===== src/rtl/barrel_shifter_pipe_if.sv =====
`default_nettype none
// ============================================================================
// Interface : barrel_shifter_pipe_if
// Brief     : Streaming operand/result bundle for barrel_shifter_pipe.
//             The master side drives operands and accepts results; the
//             slave side is the shifter itself.
// Options   : BARREL_SHIFTER_PIPE_LEFT_EN adds the per-beat dir signal.
// Revision  : 1.0 - initial release
// ============================================================================
interface barrel_shifter_pipe_if #(
  parameter int W = 8
);
  localparam int SW = $clog2(W);

  logic          in_vld;
  logic          in_rdy;
  logic [W-1:0]  a;
  logic [SW-1:0] amt;
  logic [1:0]    lar;
`ifdef BARREL_SHIFTER_PIPE_LEFT_EN
  logic          dir;
`endif
  logic          o_vld;
  logic          o_rdy;
  logic [W-1:0]  o;

`ifdef BARREL_SHIFTER_PIPE_LEFT_EN
  modport master (output in_vld, a, amt, lar, dir, o_rdy,
                  input  in_rdy, o_vld, o);
  modport slave  (input  in_vld, a, amt, lar, dir, o_rdy,
                  output in_rdy, o_vld, o);
`else
  modport master (output in_vld, a, amt, lar, o_rdy,
                  input  in_rdy, o_vld, o);
  modport slave  (input  in_vld, a, amt, lar, o_rdy,
                  output in_rdy, o_vld, o);
`endif
endinterface
`default_nettype wire


===== src/rtl/barrel_shifter_pipe.sv =====
`default_nettype none
// ============================================================================
// Module   : barrel_shifter_pipe
// Brief    : Pipelined W-bit barrel shifter (logic / arithmetic / rotate),
//            one power-of-two shift step per stage, valid/ready on both
//            sides with full-rate streaming and backpressure.
// Options  : BARREL_SHIFTER_PIPE_LEFT_EN adds a per-beat direction input
//            (0 = right, 1 = left). Undefined: right shifts only.
// Revision : 1.0 - initial release
// ============================================================================
module barrel_shifter_pipe #(
  parameter int W = 8
) (
  input  wire                  clk,
  input  wire                  rst_n,
  barrel_shifter_pipe_if.slave bus
);
  localparam int SW       = $clog2(W);
  // Stage k keeps the SW-k shift-amount bits it has not consumed yet; all
  // stages share one flat vector laid out back to back.
  localparam int AMT_BITS = SW * (SW + 1) / 2;

  // Each stage register holds the operand as it enters that stage's shift
  // step; the step itself is combinational on the register output.
  logic [SW-1:0][W-1:0] data_q, data_n, src_data, shf;
  logic [SW-1:0][1:0]   lar_q, lar_n, src_lar;
  logic [SW-1:0]        sign_q, sign_n, src_sign;
  logic [SW-1:0]        dir_q, dir_n, src_dir;
  logic [SW-1:0]        v_q, v_n, src_v;
  logic [SW-1:0]        adv;
  logic [AMT_BITS-1:0]  amt_q, amt_n;
  logic                 full_run;

  // One conditional shift by s positions with the mode-specific fill.
  function automatic logic [W-1:0] stage_shift(
    input logic [W-1:0] d,
    input logic         en,
    input logic [1:0]   mode,
    input logic         sgn,
    input logic         left,
    input int           s
  );
    logic [W-1:0] res;
    logic [W-1:0] hi_fill;
    hi_fill = ~({W{1'b1}} >> s);
    res     = d;
    if (en) begin
      if (left) begin
        // Left logic and left arithmetic are the same zero fill.
        res = mode[1] ? ((d << s) | (d >> (W - s))) : (d << s);
      end else begin
        case (mode)
          2'b00:   res = d >> s;
          2'b01:   res = (d >> s) | (sgn ? hi_fill : '0);
          default: res = (d >> s) | (d << (W - s));
        endcase
      end
    end
    return res;
  endfunction

  // A stage may load when some stage from it to the output is empty or the
  // output is being taken; this gives in_rdy a direct path from o_rdy.
  always_comb begin
    full_run = 1'b1;
    adv      = '0;
    for (int k = SW - 1; k >= 0; k--) begin
      full_run = full_run & v_q[k];
      adv[k]   = bus.o_rdy | !full_run;
    end
  end

  for (genvar k = 0; k < SW; k++) begin : g_stage
    localparam int OFF = k * SW - (k * (k - 1)) / 2;
    localparam int RW  = SW - k;
    logic [RW-1:0] src_amt;
    logic          load;

    if (k == 0) begin : g_head
      assign src_data[k] = bus.a;
      assign src_amt     = bus.amt;
      assign src_lar[k]  = bus.lar;
      assign src_sign[k] = bus.a[W-1];
      assign src_v[k]    = bus.in_vld;
`ifdef BARREL_SHIFTER_PIPE_LEFT_EN
      assign src_dir[k]  = bus.dir;
`else
      assign src_dir[k]  = 1'b0;
`endif
    end else begin : g_link
      localparam int OFF_P = (k - 1) * SW - ((k - 1) * (k - 2)) / 2;
      assign src_data[k] = shf[k-1];
      assign src_amt     = amt_q[OFF_P+1 +: RW];
      assign src_lar[k]  = lar_q[k-1];
      assign src_sign[k] = sign_q[k-1];
      assign src_v[k]    = v_q[k-1];
      assign src_dir[k]  = dir_q[k-1];
    end

    assign shf[k] = stage_shift(data_q[k], amt_q[OFF], lar_q[k], sign_q[k],
                                dir_q[k], 1 << k);

    // Payload only moves with a valid beat, so a stalled or drained stage
    // keeps what it had.
    assign load               = adv[k] & src_v[k];
    assign data_n[k]          = load ? src_data[k] : data_q[k];
    assign amt_n[OFF +: RW]   = load ? src_amt     : amt_q[OFF +: RW];
    assign lar_n[k]           = load ? src_lar[k]  : lar_q[k];
    assign sign_n[k]          = load ? src_sign[k] : sign_q[k];
    assign dir_n[k]           = load ? src_dir[k]  : dir_q[k];
    assign v_n[k]             = adv[k] ? src_v[k]  : v_q[k];
  end

  // Pipeline state: cleared asynchronously, otherwise takes the next values.
  always_ff @(posedge clk or negedge rst_n) begin
    if (!rst_n) begin
      data_q <= '0;
      amt_q  <= '0;
      lar_q  <= '0;
      sign_q <= '0;
      dir_q  <= '0;
      v_q    <= '0;
    end else begin
      data_q <= data_n;
      amt_q  <= amt_n;
      lar_q  <= lar_n;
      sign_q <= sign_n;
      dir_q  <= dir_n;
      v_q    <= v_n;
    end
  end

  assign bus.in_rdy = adv[0];
  assign bus.o_vld  = v_q[SW-1];
  // Result is forced to zero while no beat is presented.
  assign bus.o      = v_q[SW-1] ? shf[SW-1] : '0;

endmodule
`default_nettype wire


===== src/flat_wrapper.sv =====
// flat-port wrapper written by rule: the top's interface ports become plain ports
module barrel_shifter_pipe_flat 
#(
  parameter int W = 8
)
  (clk, rst_n, bus_in_vld, bus_a, bus_amt, bus_lar, bus_o_rdy, bus_in_rdy, bus_o_vld, bus_o);
  barrel_shifter_pipe_if #(.W(W)) bus_i ();
  input  wire clk;
  input  wire rst_n;
  input wire logic [$bits(bus_i.in_vld)-1:0] bus_in_vld;
  input wire logic [$bits(bus_i.a)-1:0] bus_a;
  input wire logic [$bits(bus_i.amt)-1:0] bus_amt;
  input wire logic [$bits(bus_i.lar)-1:0] bus_lar;
  input wire logic [$bits(bus_i.o_rdy)-1:0] bus_o_rdy;
  output wire logic [$bits(bus_i.in_rdy)-1:0] bus_in_rdy;
  output wire logic [$bits(bus_i.o_vld)-1:0] bus_o_vld;
  output wire logic [$bits(bus_i.o)-1:0] bus_o;
  assign bus_i.in_vld = bus_in_vld;
  assign bus_i.a = bus_a;
  assign bus_i.amt = bus_amt;
  assign bus_i.lar = bus_lar;
  assign bus_i.o_rdy = bus_o_rdy;
  assign bus_in_rdy = bus_i.in_rdy;
  assign bus_o_vld = bus_i.o_vld;
  assign bus_o = bus_i.o;
  barrel_shifter_pipe #(.W(W)) u_core (.clk(clk), .rst_n(rst_n), .bus(bus_i));
endmodule

===== config.mk =====
export PLATFORM = sky130hd
export DESIGN_NAME = barrel_shifter_pipe_flat
export DESIGN_NICKNAME = d
export VERILOG_FILES = /design/src/rtl/barrel_shifter_pipe_if.sv /design/src/rtl/barrel_shifter_pipe.sv /design/src/flat_wrapper.sv
export SDC_FILE = /design/constraint.sdc
export NUM_CORES = 1
export LEC_CHECK = 0
export ABC_CLOCK_PERIOD_IN_PS = 1400
export CAP_MARGIN = 30
export CORE_MARGIN = 3
export CORE_UTILIZATION = 50
export CTS_CLUSTER_SIZE = 40
export DETAILED_ROUTE_END_ITERATION = 8
export PLACE_DENSITY = 0.82
export SETUP_SLACK_MARGIN = 0.15
export SLEW_MARGIN = 40
export SYNTH_ARGS = -nofsm -noshare
export SYNTH_HDL_FRONTEND = slang
export SYNTH_SLANG_ARGS = --single-unit

===== constraint.sdc =====
create_clock -name clk -period 1.4 [get_ports clk]
set_input_delay 0.21 -clock clk [delete_from_list [all_inputs] [get_ports clk]]
set_output_delay 0.21 -clock clk [all_outputs]
set_load 0.01 [all_outputs]

==> results of run 1 <==
## report_power, final
group / switching [mW] / internal [mW]
sequential: 0.316 / 1.50
combinational: 0.744 / 1.05
clock: 0.381 / 0.581
total: 1.44 / 3.13
## final cells by class
| type | instances | area [um2] | area share |
|---|---|---|---|
| Multi-Input combinational cell | 110 | 1081 | 0.3915 |
| Clock inverter | 1 | 30.03 | 0.01087 |
| Timing Repair Buffer | 55 | 470.5 | 0.1704 |
| Clock buffer | 7 | 86.33 | 0.03126 |
| Sequential cell | 41 | 1030 | 0.3729 |
| Inverter | 1 | 3.754 | 0.001359 |
| Tap cell | 48 | 60.06 | 0.02175 |
## cell usage after synthesis, types with 2 or more instances
cell type / count / share of area
dfrtp_1: 41 / 0.50
mux2i_1: 17 / 0.083
a31oi_1: 15 / 0.046
a21oi_1: 14 / 0.034
mux2_2: 14 / 0.077
nand2b_1: 11 / 0.034
mux2_4: 10 / 0.073
nand3_1: 5 / 0.012
nor2b_1: 5 / 0.015
a21boi_0: 4 / 0.015
buf_6: 4 / 0.022
buf_2: 3 / 0.0073
clkbuf_1: 2 / 0.0037
nand2_1: 2 / 0.0037
nand2_4: 2 / 0.011
nor2_1: 2 / 0.0037
## path summary, 6_finish.rpt
check | start | endpoint | cells after the start
max reg2reg | u_core.v_q[2]$_DFFE_PN0P_ | u_core.lar_q[3]$_DFFE_PN0P_ | 5
min in group clk | u_core.sign_q[2]$_DFFE_PN0P_ | u_core.sign_q[2]$_DFFE_PN0P_ | 1
min reg2reg | u_core.sign_q[2]$_DFFE_PN0P_ | u_core.sign_q[2]$_DFFE_PN0P_ | 1
min | rst_n | u_core.data_q[6]$_DFFE_PN0P_ | 3
max in group asynchronous | rst_n | u_core.v_q[2]$_DFFE_PN0P_ | 3
max | u_core.amt_q[5]$_DFFE_PN0P_ | bus_o[3] | 5
## repair_timing
action                     CTS  global route
gates cloned                 3             0
gates resized for setup     69            21
setup endpoints to repair   38            39
hold endpoints to repair    41             0
hold buffers                 1             0
pin swaps                    6             8
setup buffers                9             4
## worst register-to-register path, cell delays in order, from the launching register on
cell and delay [ns]:
dfrtp_2 0.43, buf_6 0.12, buf_6 0.12, nand3b_4 0.13, nand2_4 0.10, mux2_4 0.31
## cell families after synthesis
| family | synth area share |
|---|---|
| compound gates | 0.1053 |
| buf+inv | 0.04712 |
| flops | 0.5018 |
| mux | 0.2338 |
| simple gates | 0.1120 |
## metal layers
metal  track usage  vias to the layer above  share of wire
met2        0.3033                       31           0.52
met1        0.2093                      680           0.43
met4       0.04894                        0          0.012
met3       0.04317                        7          0.041
li1              -                      688              -
met5             0                        -              0
## state kept, by name (all words and copies together) (netlist names)
register	cells
u_core.lar_q	6
u_core.amt_q	6
u_core.v_q	3
u_core.sign_q	3
u_core.data_q	23
==> flow_summary.ini, run 1 <==
[hold_path]
hold_class = in -> async

[route]
drcViolationCount = 0
wl_mm = 4.060
initialDrtViolationCount = 56
post_drt_wl_per_cell_um = 15.44
ant_nets = 0
viasPerCell = 5.346
firstDrtPassIters = 4
vias = 1406

[global_routing]
antenna_found_initial = 0
grt_pass1_vias = 1402
grtUsageTotal = 0.1727
grt_pass1_wl_mm = 6.810
overflow = 0
grt_max_degree = 42

[sta]
hold_slack_ns = 0.5139
grt_setup_unrepaired = true
fin_ws_ns = -0.1472
worst_pin_slew_ns = 0.5167
slew_headroom = 0.6555
setup_violations = 8
fin_skew_ns = 0.003423
max_clock_freq_mhz = 646.3
finalCritPeriodShare = 1.105
slew_violations = 0
min_period_ns = 1.547
hold_violations = 0
tns_ns = -0.8740

[power]
leakage_nw = 1.265
vdd_drop_max_v = 0.0007933
p_total_mw = 4.576
power.density_nw_per_um2 = 1657

[outcome]
status = complete, but fails checks
violations = setup timing

[critical_path]
r2r_slack_ns = 0.09
cp_max_fo = 5
cp_cell_sequence = buf_6 > buf_6 > mux2i_1 > nor2b_1 > buf_2
timing.critical_path.buf_inv = 3
max_stage_delay_ns = 0.44
cp_slowest_cell = dfrtp_2
cp-start-kind = register
endpoint_kind = output port
path_class = reg -> out
cp_top_family = flip-flops
cp.arrival_ns = 1.34
crit_top_cell = buf_6
crit_required_ns = 1.19

[clock_tree]
clk_latency_ns = 0.29
h-tree-depth = 2
clk_path_buf_depth = 2
clock-sinks = 41
cts_tree = done
clkSlewWorstSetupHoldPaths_ns = 0.07
cts_buffers = 5
cts_root_buf = clkbuf_8

[die]
initial_core_util = 0.5382
fp.dieW_um = 69.95
io_pins = 27
std_cell_rows = 22
dieArea_um2 = 4892
die_h_um = 69.95
core_area_um2 = 3799

[final_layout]
synthToLayoutAreaGrowth_pct = 35.07
final_common_cell = dfrtp_1
mostFrequentLayoutCells = dfrtp_1 (38), mux2_4 (22), mux2i_1 (17)
final_cell_area_um2 = 2761
drive_above_1_share = 0.4372
fin_nets = 231
n_fill_cell = 244
final_cell_count_no_fill = 263
fin_util = 0.7269
antenna_cells = 0

[placement]
io_buffers = 26
placed_cell_area_um2 = 2366
placedCellCount = 238
dp_hpwl_mm = 2.640
gp_congestion = 0.8183
dp_slack_ns = -0.3014

[logic_synthesis]
netlist-cell-type-count = 27
synth-seq-cells = 41
syn_nets = 179
synth-edff-count = 0
yosysWarnings = 0
synthCells = 162
ys.flop_type = dfrtp_1
yosysSeqAreaShare = 0.5018
async_flop_share = 1.000
syn_area_um2 = 2044
syn_area_per_cell_um2 = 12.62

[run]
maxCapViolCount = 0
Power figures use the tool's default switching activity.
==> run 2, diff against run 1 <==
--- a/config.mk
+++ b/config.mk
@@ -8,10 +8,10 @@
 export ABC_CLOCK_PERIOD_IN_PS = 1400
 export CAP_MARGIN = 30
 export CORE_MARGIN = 3
-export CORE_UTILIZATION = 50
+export CORE_UTILIZATION = 45
 export CTS_CLUSTER_SIZE = 40
 export DETAILED_ROUTE_END_ITERATION = 8
-export PLACE_DENSITY = 0.82
+export PLACE_DENSITY = 0.76
 export SETUP_SLACK_MARGIN = 0.15
 export SLEW_MARGIN = 40
 export SYNTH_ARGS = -nofsm -noshare
==> run 2 against run 1 <==
The flow still finishes with violations (setup timing). Largest power group unchanged. Non-clock buffer count down 1. Sequential power about the same. Wire length down 2.7%. Count of clock-buffer cells in the layout unchanged. Critical endpoint is now bus_o[0]. Via count up 0.36%. Fmax up 0.99%. Cell count up 0.38%. Flip-flop and latch count unchanged.
==> flow_summary.ini, run 2 (synthesis results as in run 1) <==
[final_layout]
final_common_cell = dfrtp_1
mostFrequentLayoutCells = dfrtp_1 (38), mux2_4 (18), mux2i_1 (17), buf_4 (17), clkdlybuf4s50_1 (15)
synthToLayoutAreaGrowth_pct = 34.33
final_cell_area_um2 = 2746
fin_nets = 230
multi_input_area_um2 = 1046
regArea_um2 = 1030
largest-register = u_core.data_q
n_fill_cell = 303
antenna_cells = 0
drive_above_1_share = 0.4065
biggestRegsByFlops = u_core.data_q: 23 flops, u_core.amt_q: 6 flops, u_core.lar_q: 6 flops
largest_reg_flops = 23

[route]
viasPerCell = 5.345
post_drt_wl_per_cell_um = 14.96
firstDrtPassIters = 4
wl_mm = 3.950
vias = 1411
initialDrtViolationCount = 47
drcViolationCount = 0
ant_nets = 0

[power]
power.density_nw_per_um2 = 1618
vdd_drop_max_v = 0.0007991
leakage_nw = 1.247

[sta]
max_clock_freq_mhz = 652.7
fin_skew_ns = 0.005330
worst_pin_slew_ns = 0.4407
slew_headroom = 0.7062
fin_ws_ns = -0.1321
hold_violations = 0
min_period_ns = 1.532
grt_setup_unrepaired = true
setup_violations = 8
slew_violations = 0
tns_ns = -0.7507
finalCritPeriodShare = 1.094

[placement]
io_buffers = 26
placed_cell_area_um2 = 2366
gp_congestion = 0.8149
dp_slack_ns = -0.2829
dp_hpwl_mm = 2.634

[clock_tree]
h-tree-depth = 2
cts_root_buf = clkbuf_8
cts_tree = done
clk_path_buf_depth = 2
clkSlewWorstSetupHoldPaths_ns = 0.07
cts_buffers = 5
clock-sinks = 41
clk_latency_ns = 0.29

[critical_path]
cp-start-kind = register
cp.arrival_ns = 1.32
crit_required_ns = 1.19
cp_cell_sequence = buf_6 > buf_6 > mux2i_1 > nor2b_1 > buf_2
path_class = reg -> out
cp_top_family = flip-flops
timing.critical_path.buf_inv = 3
cp_max_fo = 6
endpoint_kind = output port
crit_top_cell = buf_6
cp_slowest_cell = dfrtp_2
max_stage_delay_ns = 0.46

[die]
std_cell_rows = 23
core_area_um2 = 4202
initial_core_util = 0.4866
dieArea_um2 = 5388
fp.dieW_um = 73.41
die_h_um = 73.41
io_pins = 27

[global_routing]
grt_pass1_vias = 1396
grtUsageTotal = 0.1555
antenna_found_initial = 0
grt_pass1_wl_mm = 6.348
overflow = 0
grt_max_degree = 29

[outcome]
violations = setup timing
status = complete, but fails checks

[hold_path]
hold_class = in -> async

[run]
maxCapViolCount = 0
run 2: routing by layer:
layer / global-route usage / share of wire / up-vias / wire length, um
li1: - / - / 691 / -
met1: 0.1801 / 0.40 / 683 / 1596
met2: 0.2681 / 0.53 / 30 / 2094
met3: 0.04241 / 0.047 / 7 / 185
met4: 0.06841 / 0.019 / 0 / 74
met5: 0 / 0 / - / 0
run 2: worst register-to-register path, cell delays in order (launching register included):
cell and delay (ns):
dfrtp_1 0.44, buf_6 0.15, nand3b_4 0.13, nand2_4 0.15, mux2_4 0.30
run 2: through the flow:
step,std cells,util,power (mW),hold WS (ns)
3_3_place_gp,238,0.5631,3.160,0.1172
2_1_floorplan,162,-,2.643,-0.08559
4_1_cts,259,0.6176,4.311,0.3333
3_5_place_dp,238,0.5631,3.225,0.1241
5_1_grt,264,0.6537,4.720,0.3737
6_report,264,0.6537,4.444,0.3355
run 2: cell type report:
cell class | count | area share
Clock buffer | 7 | 0.03144
Sequential cell | 41 | 0.3749
Multi-Input combinational cell | 110 | 0.3809
Timing Repair Buffer | 54 | 0.1777
Tap cell | 50 | 0.02278
Clock inverter | 1 | 0.01093
Inverter | 1 | 0.001367
run 2: path summary, 6_finish.rpt:
check / start / end / slack, ns / cells after the start
max in group asynchronous: rst_n / u_core.v_q[2]$_DFFE_PN0P_ / 0.61 / 3
setup reg to reg: u_core.v_q[1]$_DFFE_PN0P_ / u_core.amt_q[3]$_DFFE_PN0P_ / 0.12 / 4
min in group clk: u_core.lar_q[4]$_DFFE_PN0P_ / u_core.lar_q[4]$_DFFE_PN0P_ / 0.51 / 1
setup / recovery: u_core.amt_q[5]$_DFFE_PN0P_ / bus_o[0] / -0.13 / 5
hold reg to reg: u_core.lar_q[4]$_DFFE_PN0P_ / u_core.lar_q[4]$_DFFE_PN0P_ / 0.51 / 1
hold / removal: rst_n / u_core.data_q[3]$_DFFE_PN0P_ / 0.34 / 2
run 2: what timing repair did:
action / CTS / global route
hold buffers: 1 / 0
setup buffers: 11 / 4
gates cloned: 1 / 1
pin swaps: 3 / 9
gates resized for setup: 59 / 19
endpoints found under the hold margin: 13 / 0
setup endpoints to repair: 38 / 42
run 2: where the power goes:
part	total (mW)	internal [mW]	switching, mW
logic	1.65	0.995	0.657
clock network	0.967	0.581	0.386
registers	1.82	1.50	0.325
total	4.44	3.08	1.37
==> run 3, diff against run 2 <==
--- a/config.mk
+++ b/config.mk
@@ -5,13 +5,14 @@
 export SDC_FILE = /design/constraint.sdc
 export NUM_CORES = 1
 export LEC_CHECK = 0
+export ABC_AREA = 1
 export ABC_CLOCK_PERIOD_IN_PS = 1400
 export CAP_MARGIN = 30
 export CORE_MARGIN = 3
 export CORE_UTILIZATION = 45
 export CTS_CLUSTER_SIZE = 40
 export DETAILED_ROUTE_END_ITERATION = 8
-export PLACE_DENSITY = 0.76
+export PLACE_DENSITY = 0.77
 export SETUP_SLACK_MARGIN = 0.15
 export SLEW_MARGIN = 40
 export SYNTH_ARGS = -nofsm -noshare
==> run 3 against run 2 <==
The flow still finishes with violations (setup timing). Register-to-register slack better by 0.13 ns. Synthesized area decreased by 3.9%. Utilization down 3.4 points. Largest power group is now combinational cells.
==> flow_summary.ini, run 3 <==
[placement]
dp_hpwl_mm = 2.746
dp_slack_ns = -0.1869
gp_congestion = 0.8076
io_buffers = 26
placed_cell_area_um2 = 2332

[global_routing]
antenna_found_initial = 0
overflow = 0
grt_pass1_wl_mm = 6.479
grt_max_degree = 42
grt_pass1_vias = 1546
grtUsageTotal = 0.1601

[sta]
fin_skew_ns = 0.007135
slew_violations = 0
max_clock_freq_mhz = 672.9
min_period_ns = 1.486
finalCritPeriodShare = 1.061
fin_ws_ns = -0.08609
grt_setup_unrepaired = true
setup_violations = 4
hold_violations = 0
hold_slack_ns = 0.4660
slew_headroom = 0.6757
worst_pin_slew_ns = 0.4864

[critical_path]
path_class = reg -> out
crit_top_cell = buf_6
reg2reg_depth = 6
endpoint_kind = output port
cp.arrival_ns = 1.28
crit_required_ns = 1.19
cp-start-kind = register
max_stage_delay_ns = 0.41
cp_max_fo = 2
cp_slowest_cell = dfrtp_1
cp_cell_sequence = buf_6 > buf_6 > nand2_2 > nand3_2 > a21oi_2 > buf_2

[clock_tree]
clock-sinks = 41
clk_path_buf_depth = 2
clk_latency_ns = 0.29
clkSlewWorstSetupHoldPaths_ns = 0.08
cts_buffers = 5
cts_root_buf = clkbuf_8
h-tree-depth = 2
cts_tree = done

[power]
vdd_drop_max_v = 0.0006549
p_total_mw = 4.527
leakage_nw = 1.279
power.density_nw_per_um2 = 1775

[route]
viasPerCell = 4.765
post_drt_wl_per_cell_um = 11.08
initialDrtViolationCount = 46
ant_nets = 0
firstDrtPassIters = 4
wl_mm = 3.821
vias = 1644
drcViolationCount = 0

[die]
dieArea_um2 = 5194
io_pins = 27
std_cell_rows = 23
initial_core_util = 0.4773
die_h_um = 72.07
core_area_um2 = 4115
fp.dieW_um = 72.07

[run]
maxCapViolCount = 0

[logic_synthesis]
synthCells = 244
syn_area_per_cell_um2 = 8.051
async_flop_share = 1.000
synth_most_common_cell = nand2_1
yosysWarnings = 0
yosysTopAreaCell = dfrtp_1
syn_nets = 261
ys_top_cells_by_area = dfrtp_1 (52%), nand2_1 (18%), o21ai_0 (6.9%)
netlist-cell-type-count = 17
syn_area_um2 = 1964
ys.flop_type = dfrtp_1
synth-seq-cells = 41
synthTopCellsByCount = nand2_1 (95), dfrtp_1 (41), o21ai_0 (27), nand3_1 (22), inv_1 (18)
synth-edff-count = 0
yosysSeqAreaShare = 0.5223
netlist.area_leader.share = 0.5223

[outcome]
violations = setup timing
status = complete, but fails checks

[final_layout]
antenna_cells = 0
n_fill_cell = 374
drive_above_1_share = 0.2610
final_common_cell = nand2_1
largest_reg_flops = 23
synthToLayoutAreaGrowth_pct = 29.81
fin_nets = 311
final_cell_area_um2 = 2550
fin_util = 0.6196
largest-register = u_core.data_q
mostFrequentLayoutCells = nand2_1 (92), dfrtp_1 (41), o21ai_0 (23)
biggestRegsByFlops = u_core.data_q: 23 flops, u_core.amt_q: 6 flops, u_core.lar_q: 6 flops

[hold_path]
hold_depth = 3
hold_class = in -> reg
[run 3: cell types whose count changed after synthesis, moves of 6 or more]
cell and delta:
o21ai_0 +26, a21oi_1 -6, nand2_1 +93, a31oi_1 -15
or2_2 +7, mux2i_1 -17, nand3_1 +17, nand2b_1 -11
mux2_4 -10, inv_1 +17, mux2_2 -14
[run 3: path summary, 6_finish.rpt]
kind,from,endpoint,slack (ns)
worst max-delay path,u_core.lar_q[5]$_DFFE_PN0P_,bus_o[5],-0.09
worst min-delay path,bus_amt[1],u_core.amt_q[1]$_DFFE_PN0P_,0.47
worst max register to register,u_core.v_q[2]$_DFFE_PN0P_,u_core.sign_q[0]$_DFFE_PN0P_,0.25
worst min register to register,u_core.amt_q[2]$_DFFE_PN0P_,u_core.amt_q[2]$_DFFE_PN0P_,0.48
max in group asynchronous,rst_n,u_core.v_q[1]$_DFFE_PN0P_,0.56
min in group asynchronous,rst_n,u_core.lar_q[0]$_DFFE_PN0P_,0.50
[run 3: logic make-up (layout without fill, tap and decap cells)]
logic type             count (synthesis)  in the layout  synth area share
DFF                                   41             41            0.5223
and+or+nand+nor                      132            132            0.2879
AOI/OAI and AO/OA                     41             41            0.1140
buffers and inverters                 30             81           0.07578
[run 3: stage by stage]
stage          TNS (ns)  cells
3_5_place_dp     -3.136    326
5_1_grt         -0.6660    345
3_3_place_gp     -2.824    326
6_report        -0.2443    345
2_1_floorplan         0    244
4_1_cts         -0.3174    341
[run 3: metal layers]
layer	track usage	routed length [um]	share of wire	up-vias
li1	-	-	-	876
met1	0.1795	1618	0.42	732
met2	0.2912	1994	0.52	31
met3	0.03740	153	0.040	5
met4	0.06263	54	0.014	0
met5	0	0	0	-
[run 3: what timing repair did]
item	4_1_cts	5_1_grt
setup endpoints to repair	35	26
pin swaps	3	5
endpoints found under the hold margin	41	0
setup buffers	6	4
gates resized for setup	52	17
hold buffers	1	0
[run 3: power breakdown]
group / switching [mW] / internal, mW
logic: 1.00 / 0.910
registers: 0.310 / 1.56
clock network: 0.396 / 0.344
[run 3: layout make-up]
type	instances	area (um2)	area share
Sequential cell	41	1026	0.4024
Multi-Input combinational cell	173	850.8	0.3337
Timing Repair Buffer	54	450.4	0.1766
Inverter	19	73.82	0.02895
Clock buffer	5	68.82	0.02699
Tap cell	50	62.56	0.02453
Clock inverter	3	17.52	0.006869
[run 3: worst max-delay path: cells and delay by family, from the launching register on]
family / cells / cell delay, ns
AO/OA/AOI/OAI: 1 / 0.10
buffers and inverters: 3 / 0.36
AND/OR/NAND/NOR: 2 / 0.11
flip-flops: 1 / 0.41
